### src/rtl/bus_arbiter2_if.sv
// Handshake bundle between the fetch/LSU requesters, the memory port and bus_arbiter2.
// master = arbiter side, slave = requester/memory side.
interface bus_arbiter2_if;
  logic req0;
  logic req1;
  logic mem_ready;
  logic gnt0;
  logic gnt1;
  logic done0;
  logic done1;
  logic mem_valid;
  logic sel;
  logic busy;

  modport master (
    input  req0, req1, mem_ready,
    output gnt0, gnt1, done0, done1, mem_valid, sel, busy
  );

  modport slave (
    output req0, req1, mem_ready,
    input  gnt0, gnt1, done0, done1, mem_valid, sel, busy
  );
endinterface

### src/rtl/bus_arbiter2.sv
// Two-requester arbiter (0 = fetch, 1 = data) for the shared memory port.
// Define BUS_ARBITER2_ROUND_ROBIN_EN for round-robin ties; otherwise data wins every tie.
module bus_arbiter2 (
  input  logic            clock,
  input  logic            reset,
  bus_arbiter2_if.master  bus
);

  typedef enum logic [1:0] {
    IDLE   = 2'd0,
    GRANT0 = 2'd1,
    GRANT1 = 2'd2
  } state_t;

  state_t state;
  logic   last;      // most recently granted requester
  logic   gnt0_r;
  logic   gnt1_r;
  logic   sel_r;
  logic   active_r;  // drives both mem_valid and busy
  logic   pick1;

`ifdef BUS_ARBITER2_ROUND_ROBIN_EN
  // On a tie, grant whoever was not served last.
  assign pick1 = bus.req1 && (!bus.req0 || !last);
`else
  assign pick1 = bus.req1;
`endif

  // NOTE: all state and registered outputs use non-blocking assignments so every
  // flop samples pre-edge values; blocking here would create order-dependent logic.
  always_ff @(posedge clock) begin
    if (reset) begin
      state    <= IDLE;
      last     <= 1'b1;
      gnt0_r   <= 1'b0;
      gnt1_r   <= 1'b0;
      sel_r    <= 1'b0;
      active_r <= 1'b0;
    end else begin
      case (state)
        IDLE: begin
          if (bus.req0 || bus.req1) begin
            state    <= pick1 ? GRANT1 : GRANT0;
            last     <= pick1;
            gnt0_r   <= !pick1;
            gnt1_r   <= pick1;
            sel_r    <= pick1;
            active_r <= 1'b1;
          end
        end
        GRANT0, GRANT1: begin
          // No abort path: only mem_ready ends a grant, regardless of req.
          if (bus.mem_ready) begin
            state    <= IDLE;
            gnt0_r   <= 1'b0;
            gnt1_r   <= 1'b0;
            sel_r    <= 1'b0;
            active_r <= 1'b0;
          end
        end
        default: begin
          state    <= IDLE;
          gnt0_r   <= 1'b0;
          gnt1_r   <= 1'b0;
          sel_r    <= 1'b0;
          active_r <= 1'b0;
        end
      endcase
    end
  end

  assign bus.gnt0      = gnt0_r;
  assign bus.gnt1      = gnt1_r;
  assign bus.sel       = sel_r;
  assign bus.mem_valid = active_r;
  assign bus.busy      = active_r;
  assign bus.done0     = (state == GRANT0) && bus.mem_ready;
  assign bus.done1     = (state == GRANT1) && bus.mem_ready;

endmodule

### src/flat_wrapper.sv
// flat-port wrapper written by rule: the top's interface ports become plain ports
module bus_arbiter2_flat 
  (clock, reset, bus_req0, bus_req1, bus_mem_ready, bus_gnt0, bus_gnt1, bus_done0, bus_done1, bus_mem_valid, bus_sel, bus_busy);
  bus_arbiter2_if bus_i ();
  input  logic clock;
  input  logic reset;
  input wire logic [$bits(bus_i.req0)-1:0] bus_req0;
  input wire logic [$bits(bus_i.req1)-1:0] bus_req1;
  input wire logic [$bits(bus_i.mem_ready)-1:0] bus_mem_ready;
  output wire logic [$bits(bus_i.gnt0)-1:0] bus_gnt0;
  output wire logic [$bits(bus_i.gnt1)-1:0] bus_gnt1;
  output wire logic [$bits(bus_i.done0)-1:0] bus_done0;
  output wire logic [$bits(bus_i.done1)-1:0] bus_done1;
  output wire logic [$bits(bus_i.mem_valid)-1:0] bus_mem_valid;
  output wire logic [$bits(bus_i.sel)-1:0] bus_sel;
  output wire logic [$bits(bus_i.busy)-1:0] bus_busy;
  assign bus_i.req0 = bus_req0;
  assign bus_i.req1 = bus_req1;
  assign bus_i.mem_ready = bus_mem_ready;
  assign bus_gnt0 = bus_i.gnt0;
  assign bus_gnt1 = bus_i.gnt1;
  assign bus_done0 = bus_i.done0;
  assign bus_done1 = bus_i.done1;
  assign bus_mem_valid = bus_i.mem_valid;
  assign bus_sel = bus_i.sel;
  assign bus_busy = bus_i.busy;
  bus_arbiter2 u_core (.clock(clock), .reset(reset), .bus(bus_i));
endmodule
### config.mk
export PLATFORM = sky130hd
export DESIGN_NAME = bus_arbiter2_flat
export DESIGN_NICKNAME = d
export VERILOG_FILES = /design/src/rtl/bus_arbiter2_if.sv /design/src/rtl/bus_arbiter2.sv /design/src/flat_wrapper.sv
export SDC_FILE = /design/constraint.sdc
export NUM_CORES = 1
export LEC_CHECK = 0
export BUFFER_PORTS_ARGS = -buffer_cell sky130_fd_sc_hd__buf_2
export CAP_MARGIN = 20
export CORE_AREA = 2 2 39 41
export DETAILED_ROUTE_END_ITERATION = 10
export DIE_AREA = 0 0 41 43
export PLACE_DENSITY = 0.37
export SLEW_MARGIN = 20
export SYNTH_ARGS = -nofsm -noshare
export SYNTH_HDL_FRONTEND = slang
export SYNTH_SLANG_ARGS = --single-unit
### constraint.sdc
create_clock -name clock -period 3.14 [get_ports clock]
set_input_delay 0.157 -clock clock [delete_from_list [all_inputs] [get_ports clock]]
set_output_delay 0.157 -clock clock [all_outputs]
set_load 0.01 [all_outputs]
=== Yosys cells after proc, flatten, opt, wreduce, memory -nomap -nowiden ===
Index checks and enable logic that the tools add are counted.

* Input bits: 5
* Output and inout bits: 7
* Word-level logic and storage cells: 26
* Register bits: 5

* Equality and inequality tests: 4
* Mux-type cells: 11
* Reductions and logical operators: 7

{| class="wikitable"
|+ Operators by type and width
! cell !! number
|-
| $mux 2 || 3
|-
| $pmux 1 s2 || 3
|-
| $mux 1 || 4
|-
| $pmux 2 s2 || 1
|-
| $eq 2x1->1 const B || 1
|-
| $eq 2x2->1 const B || 1
|-
| $logic_and 1x1->1 || 2
|-
| $logic_not 2->1 || 1
|-
| $ne 2x1->1 const B || 1
|-
| $ne 2x2->1 const B || 1
|-
| $reduce_and 2->1 || 1
|-
| $reduce_or 2->1 || 1
|-
| $logic_not 1->1 || 1
|-
| $logic_or 1x1->1 || 1
|}

=== Depth between registers and ports, before layout ===
* Depth after elaboration: 4
* Mapped depth: 5
* Depth with buffers taken out: 5

=== Worst setup path before layout ===
Ideal clock, no wire load.

* Path kind: register to register
* Start: register u_core.state[1]
* End: register u_core.active_r, in the netlist u_core.bus.busy
* Cell stages (with the launch flop): 6
* Arrival: 1236 ps
* Library setup time: 72 ps
* Path buffers: 0
* Period minus slack after synthesis: 1308 ps
* Data required time: 3068 ps
* Setup slack: 1832 ps
* Cells stage by stage: dfxtp_1 inv_1 ha_1 nand2b_1 o21a_1 mux2i_1

* Longest elaborated chain between the ends: 4
* Elaborated cells on any way between the ends: 8
* Those cells by class: eq/ne: 4; mux: 1; reduce/logical: 3

{| class="wikitable"
|+ RTL lines
! what !! line !! source
|-
| start, declared || bus_arbiter2.sv:15 || <nowiki>state_t state;</nowiki>
|-
| start signal, assigned || bus_arbiter2.sv:44 || <nowiki>state <= pick1 ? GRANT1 : GRANT0;</nowiki>
|-
| $eq 2x2->1 / $eq 2x1->1 (equally long branches) || bus_arbiter2.sv:41 || <nowiki>case (state)</nowiki>
|-
| $reduce_or 2->1 || bus_arbiter2.sv:41 ||
|-
| $ne 2x2->1 (no line) || -- ||
|-
| $reduce_and 2->1 (no line) || -- ||
|-
| end signal, assigned || bus_arbiter2.sv:39 || <nowiki>active_r <= 1'b0;</nowiki>
|-
| end signal, assigned || bus_arbiter2.sv:49 || <nowiki>active_r <= 1'b1;</nowiki>
|-
| end signal, assigned || bus_arbiter2.sv:59 || <nowiki>active_r <= 1'b0;</nowiki>
|-
| end, declared || bus_arbiter2.sv:20 || <nowiki>logic active_r;</nowiki>
|}

Parallel ways exist; a longest one is shown, timed or not.
A chain may end at the register's enable or synchronous reset.

=== Worst setup path after layout ===
Ends and elaborated chain as after synthesis.

==> key figures <==
Clock tree
  • Clk Tree Root Cell: clkbuf_4
  • CTS clk-pin slew, worst paths: 0.04 ns
  • Sink Count: 3
  • CTS max path bufs: 2
  • Htree depth: 1
  • TritonCTS clock tree: built
  • Post-CTS Hold Buffers: 0
  • Total CTS buffers: 3
  • Post-CTS setup buffers: 0
  • Latest clock arrival within the worst-skew pair: 0.23 ns
  • Post-CTS Resized: 0

Power
  • Total power: 0.0001695 W
  • VDD IR-drop max: 0.3126 mV
  • Cell leakage power: 0.1654 nW
  • PwrDens: 522.9 mW/mm^2

Worst setup path
  • Setup crit end: u_core.bus.busy
  • Max incr delay on CP: 0.36 ns
  • Crit-path cells: inv_1 > ha_1 > nand2b_1 > o21a_1 > mux2i_1
  • Delay-heaviest family, CP: flip-flops
  • Worst reg-to-reg path cell count: 5
  • Critical Path Sink Type: flip-flop
  • WP data arrival: 1.49 ns
  • Startpoint types: flip-flop
  • Reg2reg end: u_core.bus.busy
  • Worst setup startpoint: u_core.state[1]
  • Worst path required time: 3.29 ns
  • CP Depth: 5
  • Worst r2r src: u_core.state[1]
  • Slowest CP cell: dfxtp_1
  • CP Max Fanout: 4
  • WS Path Type: flip-flop to flip-flop
  • CP Buf/Inv Count: 1
  • Reg2Reg Setup Slack: 1.80 ns

Floorplanning
  • I/O pins: 12
  • Starting Density: 0.1718
  • Row count: 14
  • Die outline height: 43 um
  • Die area: 0.001763 sq mm
  • Chip width: 41 um
  • Core Footprint: 0.001384 sq mm

Outcome
  • Status: completed

Timing
  • Final Cycle Share: 0.4263
  • Max-slew headroom: 0.8769
  • Worst setup margin: 1.802 ns
  • Final Hold Vio Count: 0
  • # setup viols final: 0
  • Setup TNS: 0 ns
  • RSZ-0062 raised after global routing: false
  • Worst slew pin tran: 0.1843 ns
  • Crit path time final: 1.338 ns
  • Clock Skew: 0.0001636 ns
  • Peak Freq: 747.1 MHz
  • Pins Over Slew Limit: 0

Global route
  • Pin count of the biggest net entering global routing: 6
  • First-pass GRT wire length: 696 um
  • Gr usage total: 0.06018
  • Remaining Overflow, GRT: 0
  • Initial antenna violation count: 0
  • Vias in the first global route: 194

Synth
  • Post-synth top area cell: dfxtp_1
  • EDFF count, synth: 0
  • Count leader, synth: ha_1
  • Synth top area cells: dfxtp_1, ha_1, nand2b_1
  • Netlist cell types: 14
  • Yosys top cell area share: 0.2526
  • Synthesized area: 237.7 sq um
  • Mapped Cells: 25
  • Number of synthesized register bits: 3
  • Asr flop ratio synth: 0
  • Syn nets: 34
  • Most frequent cells after synthesis: ha_1, dfxtp_1, nand2b_1
  • Primary FF master, synth: dfxtp_1
  • Sequential area share after synthesis: 0.2526
  • Synth warn: 0
  • Synthesized area per cell: 9.509 sq um

Detailed routing
  • Vias: 214
  • # DRC: 0
  • DRT Wirelength: 444 um
  • Number of routed nets with antenna violations: 0
  • WL/cell: 8.222 um
  • First-pass DRT Iterations: 4
  • DR iter-0 viols: 3
  • Vias per inst: 3.963

Final layout
  • N_diodes: 0
  • Area delta synth->final: 36.32%
  • Final core occ: 0.2342
  • Share of cells above drive strength 1: 0.4211
  • Final Net Count: 48

Min path
  • Min-delay worst type: primary input to flip-flop
  • Min-delay src: reset

Placed design
  • Pre-CTS WS: 1.801 ns
  • Gpl congestion: 0.6746
  • I/O Buffers: 11

Flow run
  • Max-Cap Viols: 0
power by group:
group / switching [W] / internal [W] / leakage [nW]
Sequential: 0.00000415 / 0.0000443 / 0.0249
Clock: 0.0000187 / 0.0000475 / 0.0150
Combinational: 0.0000294 / 0.0000254 / 0.126
cell usage in the layout (no fill, tap or decap), types with 2 or more instances in the layout:
cell      count
dfxtp_1       3
ha_1          4
and2_1        2
clkbuf_4      3
inv_1         2
nand2b_1      3
buf_2        11
nand3_1       2
how the worst min path moves through the flow:
stage / endpoint / slack [ns] / depth (start not counted)
2_1_floorplan: u_core.state[1] / 0.23 / 1
3_3_place_gp: u_core.state[1] / 0.39 / 2
4_1_cts: u_core.state[1] / 0.15 / 2
6_report: u_core.state[1] / 0.16 / 2
5_1_grt: u_core.state[1] / 0.15 / 2
3_5_place_dp: u_core.state[1] / 0.40 / 2
state kept, by name (all words and copies together), names as in the netlist:
| register | count |
|---|---|
| u_core.bus.busy | 1 |
| u_core.state | 2 |
layer usage:
| layer | GRT usage | share of wire | up-vias |
|---|---|---|---|
| met5 | 0 | 0 | - |
| met4 | 0 | 0 | 0 |
| met3 | 0.06283 | 0.14 | 0 |
| met2 | 0.08438 | 0.45 | 10 |
| met1 | 0.06731 | 0.42 | 94 |
| li1 | - | - | 110 |
stage by stage:
stage / cell area [sq um] / std cells / hold slack, ns
floorplan: 237.7 / 25 / 0.2261
global placement: 297.8 / 50 / 0.3924
detailed placement: 297.8 / 50 / 0.3964
CTS: 324.1 / 54 / 0.1513
global route: 324.1 / 54 / 0.1486
finish: 324.1 / 54 / 0.1586
final cells by class:
| cell class | count | area (sq um) |
|---|---|---|
| repair buffers | 11 | 55.05 |
| fillers | 160 | 1060 |
| clock buffers | 4 | 26.28 |
| multi-input cells | 18 | 155.1 |
| well taps | 16 | 20.02 |
| flip-flops and latches | 3 | 60.06 |
| inverters | 2 | 7.507 |
cell families (layout without fill, tap and decap cells):
group,count (synthesis),count (layout),share of synthesized area
AND/OR/NAND/NOR,9,9,0.2632
multiplexers,1,1,0.04211
buffers and inverters,4,17,0.09473
adder cells (fa/ha/maj),4,4,0.2105
flip-flops,3,3,0.2526
AO/OA/AOI/OAI,4,4,0.1368
No activity file was read; power rests on OpenSTA's default activity.
